$ cat config.mk
export PLATFORM = sky130hd
export DESIGN_NAME = rv_iopmp_check_arbiter
export DESIGN_NICKNAME = d
export VERILOG_FILES = /design/src/rtl/rv_iopmp_pkg.sv /design/src/rtl/rv_iopmp_rr_pick.sv /design/src/rtl/rv_iopmp_check_arbiter.sv
export SDC_FILE = /design/constraint.sdc
export NUM_CORES = 1
export LEC_CHECK = 0
export CORE_AREA = 4 4 160 162
export DETAILED_ROUTE_END_ITERATION = 7
export DIE_AREA = 0 0 164 166
export PLACE_DENSITY = 0.69
export SYNTH_ARGS = -nofsm -noshare
export SYNTH_HDL_FRONTEND = slang
export SYNTH_HIERARCHICAL = 1
export SYNTH_SLANG_ARGS = --single-unit
$ cat constraint.sdc
create_clock -name clk_i -period 2.23 [get_ports clk_i]
set_clock_uncertainty 0.2 [all_clocks]
set_input_delay 0.223 -clock clk_i [delete_from_list [all_inputs] [get_ports clk_i]]
set_output_delay 0.223 -clock clk_i [all_outputs]
set_load 0.005 [all_outputs]
$ cat src/rtl/rv_iopmp_pkg.sv
// Shared IOPMP types: check request fields, access kinds and arbiter FSM states.
// Pure type/constant package, no logic and no handshake.
package rv_iopmp_pkg;

  localparam int unsigned ADDR_WIDTH = 64;
  localparam int unsigned SID_WIDTH  = 1;
  localparam int unsigned NB_WIDTH   = 4;

  typedef enum logic [1:0] {
    ACC_NONE  = 2'd0,
    ACC_READ  = 2'd1,
    ACC_WRITE = 2'd2,
    ACC_EXEC  = 2'd3
  } access_t;

  typedef struct packed {
    logic [ADDR_WIDTH-1:0] addr;
    logic [ADDR_WIDTH-1:0] total_length;
    logic [NB_WIDTH-1:0]   num_bytes;
    logic [SID_WIDTH-1:0]  sid;
    access_t               access_type;
  } check_req_t;

  typedef enum logic [1:0] {
    IDLE  = 2'd0,
    ISSUE = 2'd1,
    WAIT  = 2'd2
  } arb_state_e;

endpackage

$ cat src/rtl/rv_iopmp_rr_pick.sv
// Combinational round-robin picker: first valid bit at or after i_ptr, wrapping; zero latency.
// No backpressure of its own; o_any is low when nothing is valid.
module rv_iopmp_rr_pick #(
  parameter int unsigned NUM_REQ = 2,
  parameter int unsigned IDXW    = (NUM_REQ > 1) ? $clog2(NUM_REQ) : 1
) (
  input  logic [NUM_REQ-1:0] i_vld,
  input  logic [IDXW-1:0]    i_ptr,
  output logic [NUM_REQ-1:0] o_gnt_oh,
  output logic [IDXW-1:0]    o_gnt_idx,
  output logic               o_any
);

  int unsigned w_idx;

  // Scan from the farthest offset down so the closest valid to i_ptr overwrites the rest.
  always_comb begin
    o_gnt_oh  = '0;
    o_gnt_idx = '0;
    o_any     = 1'b0;
    w_idx     = 0;
    for (int off = int'(NUM_REQ) - 1; off >= 0; off--) begin
      w_idx = int'(i_ptr) + off;
      if (w_idx >= NUM_REQ) w_idx = w_idx - NUM_REQ;
      if (i_vld[IDXW'(w_idx)]) begin
        o_gnt_oh                 = '0;
        o_gnt_oh[IDXW'(w_idx)]   = 1'b1;
        o_gnt_idx                = IDXW'(w_idx);
        o_any                    = 1'b1;
      end
    end
  end

endmodule

$ cat src/rtl/rv_iopmp_check_arbiter.sv
// Round-robin share of the matching-logic check port; ready same cycle, ml_en_o next cycle, result 1 cycle after ml_valid_i.
// One check in flight: ready only in IDLE, ISSUE holds while ml_ready_i is low, watchdog forces a deny.
module rv_iopmp_check_arbiter
  import rv_iopmp_pkg::*;
#(
  parameter int unsigned NUM_REQ = 2,
  parameter int unsigned TIMEOUT = 256
) (
  input  logic                    clk_i,
  input  logic                    rst_ni,
  input  logic [NUM_REQ-1:0]      req_valid_i,
  output logic [NUM_REQ-1:0]      req_ready_o,
  input  check_req_t [NUM_REQ-1:0] req_i,
  output logic [NUM_REQ-1:0]      rsp_valid_o,
  output logic                    rsp_allow_o,
  output logic                    ml_en_o,
  output check_req_t              ml_req_o,
  input  logic                    ml_ready_i,
  input  logic                    ml_valid_i,
  input  logic                    ml_allow_i,
  output logic                    timeout_o
);

  localparam int unsigned IDXW  = (NUM_REQ > 1) ? $clog2(NUM_REQ) : 1;
  localparam int unsigned CNT_W = (TIMEOUT > 0) ? $clog2(TIMEOUT + 1) : 1;
  localparam logic [CNT_W-1:0] CNT_LAST = (TIMEOUT > 0) ? CNT_W'(TIMEOUT - 1) : '0;

  arb_state_e          r_state;
  arb_state_e          w_state_nxt;
  logic [IDXW-1:0]     r_rr_ptr;
  logic [IDXW-1:0]     r_gnt_idx;
  logic [NUM_REQ-1:0]  r_gnt_oh;
  check_req_t          r_buf;
  logic [CNT_W-1:0]    r_cnt;
  logic [NUM_REQ-1:0]  r_rsp_vld;
  logic                r_rsp_allow;
  logic                r_timeout;

  logic [NUM_REQ-1:0]  w_pick_oh;
  logic [IDXW-1:0]     w_pick_idx;
  logic                w_any;
  logic                w_grant;
  logic                w_valid_hit;
  logic                w_tmo_hit;
  logic                w_done;
  logic [IDXW-1:0]     w_ptr_nxt;

  rv_iopmp_rr_pick #(
    .NUM_REQ (NUM_REQ),
    .IDXW    (IDXW)
  ) u_pick (
    .i_vld     (req_valid_i),
    .i_ptr     (r_rr_ptr),
    .o_gnt_oh  (w_pick_oh),
    .o_gnt_idx (w_pick_idx),
    .o_any     (w_any)
  );

  assign w_grant     = (r_state == IDLE) && w_any;
  assign w_valid_hit = (r_state == WAIT) && ml_valid_i;
  // A result landing on the watchdog's last cycle beats the forced deny.
  assign w_tmo_hit   = (TIMEOUT != 0) && (r_state != IDLE) && (r_cnt == CNT_LAST) && !w_valid_hit;
  assign w_done      = w_valid_hit || w_tmo_hit;
  assign w_ptr_nxt   = (r_gnt_idx == IDXW'(NUM_REQ - 1)) ? '0 : r_gnt_idx + IDXW'(1);

  assign req_ready_o = (r_state == IDLE) ? w_pick_oh : '0;
  assign ml_en_o     = (r_state == ISSUE);
  assign ml_req_o    = (r_state != IDLE) ? r_buf : '0;
  assign rsp_valid_o = r_rsp_vld;
  assign rsp_allow_o = r_rsp_allow;
  assign timeout_o   = r_timeout;

  always_comb begin
    w_state_nxt = r_state;
    case (r_state)
      IDLE:    if (w_any) w_state_nxt = ISSUE;
      ISSUE:   if (w_tmo_hit) w_state_nxt = IDLE;
               else if (ml_ready_i) w_state_nxt = WAIT;
      WAIT:    if (w_done) w_state_nxt = IDLE;
      default: w_state_nxt = IDLE;
    endcase
  end

  always_ff @(posedge clk_i or negedge rst_ni) begin
    if (!rst_ni) begin
      r_state     <= IDLE;
      r_rr_ptr    <= '0;
      r_gnt_idx   <= '0;
      r_gnt_oh    <= '0;
      r_buf       <= '0;
      r_cnt       <= '0;
      r_rsp_vld   <= '0;
      r_rsp_allow <= 1'b0;
      r_timeout   <= 1'b0;
    end else begin
      r_state     <= w_state_nxt;
      r_rsp_vld   <= w_done ? r_gnt_oh : '0;
      r_rsp_allow <= w_valid_hit & ml_allow_i;
      r_timeout   <= w_tmo_hit;
      if (w_grant) begin
        r_buf     <= req_i[w_pick_idx];
        r_gnt_idx <= w_pick_idx;
        r_gnt_oh  <= w_pick_oh;
        r_cnt     <= '0;
      end else if (r_state != IDLE) begin
        r_cnt     <= r_cnt + CNT_W'(1);
      end
      if (w_done) r_rr_ptr <= w_ptr_nxt;
    end
  end

endmodule

# After elaboration in Yosys (flattened, before gate mapping)
# Cells that the tools add are included.
totals:
  ff_bits: 154
  elab_cells: 73
  inputBits: 277
op_classes:
  reduce_logical: 12
  eq_ne: 6
  add_sub_neg: 5
  bitwise_logic: 1
  magnitude_cmp: 7
  n_mux: 29
ops:
  columns: ["operator", "count"]
  rows:
  - ["135-bit two-way mux", 3]
  - ["9-bit two-way mux", 2]
  - ["2-bit two-way mux", 8]
  - ["1-bit two-way mux", 13]
  - ["9-bit by 1-bit adder with 9-bit output, second input constant", 1]
  - ["9-bit by 8-bit == test with 1-bit output, second input constant", 1]
  - ["1-bit logical AND", 6]
  - ["1-bit by 2-bit < comparator with 1-bit output, second input constant", 3]
  - ["2-bit one-hot mux with 3 select lines", 1]
  - ["2-bit inequality test, second input constant", 2]
  - ["2-bit nonzero test", 2]
  - ["3-bit by 1-bit inequality test with 1-bit output, second input constant", 1]
  - ["3-bit AND reduction", 1]
  - ["1-bit by 1-bit adder with 2-bit output, second input constant", 1]
  - ["1-bit demux with 1-bit select", 2]
  - ["2-bit by 1-bit == test with 1-bit output, second input constant", 1]
  - ["2-bit == test, second input constant", 1]
  - ["1-bit greater-or-equal comparator, second input constant", 2]
  - ["1-bit by 2-bit greater-or-equal comparator with 1-bit output, second input constant", 1]
  - ["2-bit greater-or-equal comparator, second input constant", 1]
  - ["2-bit logical NOT", 1]
  - ["1-bit subtractor, second input constant", 2]
  - ["1-bit adder, second input constant", 1]
  - ["1-bit AND", 1]
  - ["2 further kinds", 2]

# Longest topological paths before layout
depth:
  ltp_word: 10
  depth_mapped: 8

# Cells and area by module
# The synthesis kept the hierarchy.
modules_own_cells:
  columns: ["mod", "area_per_inst_um2", "n_inst", "cells_each"]
  rows:
  - ["rv_iopmp_check_arbiter", 7998.9, 1, 819]
  - ["rv_iopmp_rr_pick", 32.5, 1, 5]

# Worst setup path after synthesis
# No wires, ideal clock.
synth_timing:
  path_kind: "register -> register"
  start: "register r_rr_ptr"
  end: "register r_buf[58] (netlist name)"
  arrival_time_ns: 1.540
  setup_time_ns: 0.132
  path_buffers: 3
  synth_period_minus_slack_ns: 1.872
  path_stages_with_launch: 8
  t_required_ns: 1.898
  path_slack_ns: 0.358
  path_cell_list: "dfrtp_1 > inv_1 > a21boi_1 > buf_2 > buf_2 > buf_2 > mux2i_1 > o21ai_1"
synth_between:
  elab_chain_len: 9
synth_lines:
  columns: ["item", "line_no", "text"]
  rows:
  - ["from (decl)", "rv_iopmp_check_arbiter.sv:30", "logic [IDXW-1:0] r_rr_ptr;"]
  - ["from (signal assigned)", "rv_iopmp_check_arbiter.sv:108", "if (w_done) r_rr_ptr <= w_ptr_nxt;"]
  - ["1-bit by 1-bit adder with 2-bit output", "rv_iopmp_rr_pick.sv:23", "w_idx = int'(i_ptr) + off;"]
  - ["2-bit greater-or-equal comparator / 1-bit subtractor (equally long branches)", "rv_iopmp_rr_pick.sv:24", "if (w_idx >= NUM_REQ) w_idx = w_idx - NUM_REQ;"]
  - ["1-bit two-way mux", "rv_iopmp_rr_pick.sv:24", null]
  - ["1-bit two-way mux (not written as such) (2 in a row)", "rv_iopmp_rr_pick.sv:25", "if (i_vld[IDXW'(w_idx)]) begin"]
  - ["1-bit two-way mux", "rv_iopmp_rr_pick.sv:25", null]
  - ["1-bit two-way mux *", "rv_iopmp_rr_pick.sv:25", null]
  - ["net w_pick_idx", "rv_iopmp_check_arbiter.sv:40", "logic [IDXW-1:0] w_pick_idx;"]
  - ["135-bit two-way mux (not written as such) * (2 in a row)", "rv_iopmp_check_arbiter.sv:101", "r_buf <= req_i[w_pick_idx];"]
  - ["to (signal assigned)", "rv_iopmp_check_arbiter.sv:101", null]
  - ["to (decl)", "rv_iopmp_check_arbiter.sv:33", "check_req_t r_buf;"]
# The timed path passes the listed nets; every way through them passes the cells marked *. The select of a mux whose other input is x is not followed.
# A chain may end at the register's enable or synchronous reset.

==> flow_summary.toml <==
[status]
status = "complete, but fails checks"
violations = "negative setup slack"

[floorplanning]
die_area_mm2 = 0.0272
coreArea_mm2 = 0.0241
start_util = 0.333
die_w_um = 164
ioPinCount = 419
fp.dieH_um = 166
rows = 57

[routing]
first_pass_iters = 4
routed_via_density = 4.58
drt_wl_total_um = 26100
drtIter0Drc = 257
wl_per_cell_um = 16.2
dr_total_vias = 7362
remaining_drc_errors = 0
route.antenna.remaining_nets = 0

[setup_path]
reg2reg_depth = 6
cp-end-kind = "output port"
slowest_stage = "clkdlybuf4s50_1"
critical_path.reg2reg.endpoint = "r_buf[77]"
arrival_ns = 1.86
crit_family = "buffers and inverters"
required_ns = 1.81
reg2reg_slack_ns = 0.22
worst-path-max-fanout = 14
worst-path-buf-inv = 3
cp-startpoint = "r_state[0]"
crit_path_cell_trace = "nor2_4 -> buf_4 -> buf_16 -> nor2b_1 -> clkdlybuf4s50_1"
start_kind = "register"
r2r_start = "r_state[0]"
critPathMaxStageDelay_ns = 0.46
critical_path_class = "reg -> out"

[global_route]
grt.total_usage = 0.181
grt_overflow_total = 0
grt_pass1_vias = 7358
antenna_found_initial = 1
grt_max_degree = 52
grt_pass1_wl_um = 39100

[synthesis]
synth_area_mm2 = 0.00803
syn_inst = 824
ys_types = 35
avgSynthCellArea_um2 = 9.75
yosysWarnings = 6
yosysSeqAreaShare = 0.480
async_reset_ff_frac = 1.00
synth_edf_count = 0
syn-num-nets = 1103
synth_seq_cells = 154
synth_flop_cell = "dfrtp_1"

[power_and_ir_drop]
powerDensity_mw_per_mm2 = 1180
comb_power_share = 0.533
ir_drop_uv = 479
leakage_nw = 6.38
p_int_w = 0.0104
p_sw_w = 0.00576
switching_share = 0.357
seq_power_share = 0.290
clock_power_share = 0.177

[timing]
fmax_mhz = 439
finalCritPeriodShare = 1.02
tightestPinTransition_ns = 0.508
final_hold_viol_count = 0
layout_setup_ws_ns = -0.0493
fin_crit_ns = 2.28
rsz0062_at_grt = "true"
slew_headroom = 0.661
slew_viol_final = 0
finalSetupViolations = 15

[layout]
seq_area_mm2 = 0.00385
drive_above_1_share = 0.0898
finish.net_count = 1547
multi_input_area_mm2 = 0.00381
utilization = 0.566
area.growth.synth_to_final_pct = 70.0
fillers = 2246

[flow_run]
max_cap_violations = 0

[cts]
path_clk_slew_ns = 0.07
clk_latency_ns = 0.41
h-tree-depth = 4
cts_tree = "built"
clock_path_buffers = 2
numCtsBuffers = 17
numClockSinks = 154
cts_root_buf = "clkbuf_16"

[placement]
io_buffers = 418
hpwlAfterDp_um = 20600
dp_slack_ns = -0.0422
gp_congestion = 0.781

[hold_path]
min_path_type = "in -> async"
-- cell usage after synthesis (2+ instances only) --
cell type	number	share of area
a21oi_1	2	0.0012
nand3_1	6	0.0037
o31ai_1	3	0.0028
mux2_4	3	0.0056
inv_1	6	0.0028
nor2_1	5	0.0023
nand2_1	140	0.065
o211ai_1	4	0.0037
buf_2	7	0.0044
ha_1	2	0.0031
clkbuf_1	39	0.018
dfrtp_1	154	0.48
and2_1	2	0.0016
o41ai_1	3	0.0033
o21ai_1	119	0.074
nor2b_1	138	0.11
buf_6	16	0.022
a21boi_1	2	0.0019
mux2i_1	135	0.17
o21ai_0	22	0.014
xor2_1	2	0.0022
-- how the worst max path moves through the flow --
stage	end	slack, ns	depth (start not counted)
after floorplan	r_buf[58]	0.36	7
after global placement	r_state[0]	0.02	6
after detailed placement	r_buf[69]	-0.04	7
after CTS	ml_req_o[51]	-0.12	5
after global routing	ml_req_o[8]	-0.14	5
final	ml_req_o[131]	-0.05	5
-- per-stage QoR --
stage / hold WS (ns) / setup TNS, ns / std cells / cell area (µm²) / power (W)
finish: 0.104 / -0.561 / 1606 / 13700 / 0.0161
global route: 0.158 / -2.56 / 1606 / 13700 / 0.0173
CTS: 0.120 / -3.44 / 1602 / 13500 / 0.0163
floorplan: -0.273 / 0 / 824 / 8030 / 0.00881
global placement: 0.00455 / 0 / 1564 / 12900 / 0.0135
detailed placement: 0.0111 / -0.596 / 1564 / 12900 / 0.0137
-- power by group through the flow --
stage               registers [W]  clock network (W)  logic (W)
finish                    0.00467            0.00285    0.00858
global route              0.00484            0.00304    0.00946
CTS                       0.00469            0.00293    0.00864
detailed placement        0.00473                  0    0.00896
global placement          0.00469                  0    0.00883
floorplan                 0.00456                  0    0.00426
-- registers in the layout (all words and copies together), names as in the netlist --
name and cells:
r_buf 135, r_cnt 9, rsp_allow_o 1, rsp_valid_o 2
r_rr_ptr 1, timeout_o 1, r_gnt_oh 2, r_state 2
r_gnt_idx 1
-- kinds of logic (layout without fill, tap and decap cells) --
logic type | count (synthesis) | in the layout | share of synthesized area
buf+inv | 71 | 528 | 0.0499
flops | 154 | 154 | 0.480
fa+ha+maj | 2 | 2 | 0.00312
compound gates | 160 | 160 | 0.106
simple gates | 297 | 297 | 0.186
mux | 138 | 138 | 0.174
xor+xnor | 2 | 2 | 0.00218
other cells | 0 | 1 | 0
-- worst register-to-register path, cell delays in order (launching register included) --
cell	delay (ns)
dfrtp_1	0.41
buf_4	0.19
or3b_4	0.44
buf_12	0.17
buf_4	0.27
nand2_1	0.14
o21ai_1	0.07
-- layout make-up --
class / count / share of cell area
Timing Repair Buffer: 490 / 0.365
Sequential cell: 154 / 0.282
Multi-Input combinational cell: 599 / 0.279
Clock buffer: 19 / 0.0324
Tap cell: 324 / 0.0297
Clock inverter: 13 / 0.00962
Inverter: 6 / 0.00165
Antenna cell: 1 / 0.000183
-- cell usage in the layout, fill, tap and decap left out, types with 4 or more instances in the layout --
| cell | count |
|---|---|
| dlygate4sd2_1 | 65 |
| buf_12 | 16 |
| clkdlybuf4s15_1 | 26 |
| nand3_1 | 6 |
| clkbuf_16 | 17 |
| inv_1 | 6 |
| dfrtp_1 | 154 |
| buf_4 | 48 |
| nor2b_1 | 132 |
| o21ai_0 | 22 |
| o21ai_1 | 119 |
| inv_6 | 5 |
| o211ai_1 | 4 |
| clkinvlp_4 | 4 |
| nand2_1 | 140 |
| nor2_1 | 4 |
| nor2b_2 | 6 |
| buf_6 | 5 |
| clkdlybuf4s50_1 | 298 |
| mux2i_1 | 135 |
| dlymetal6s2s_1 | 28 |
-- metal layers --
metal | vias to the layer above | GRT usage | part of all wire
li1 | 3667 | - | -
met1 | 3379 | 0.205 | 0.39
met2 | 284 | 0.319 | 0.50
met3 | 32 | 0.0690 | 0.099
met4 | 0 | 0.0489 | 0.019
met5 | - | 0 | 0
-- what timing repair did --
action	4_1_cts	5_1_grt
cloned	2	0
pin swaps	1	1
endpoints found under the hold margin	84	0
setup endpoints to repair	137	47
buffers inserted	3	3
resized for setup	96	63
hold buffers	1	0
Power figures use the tool's default switching activity.
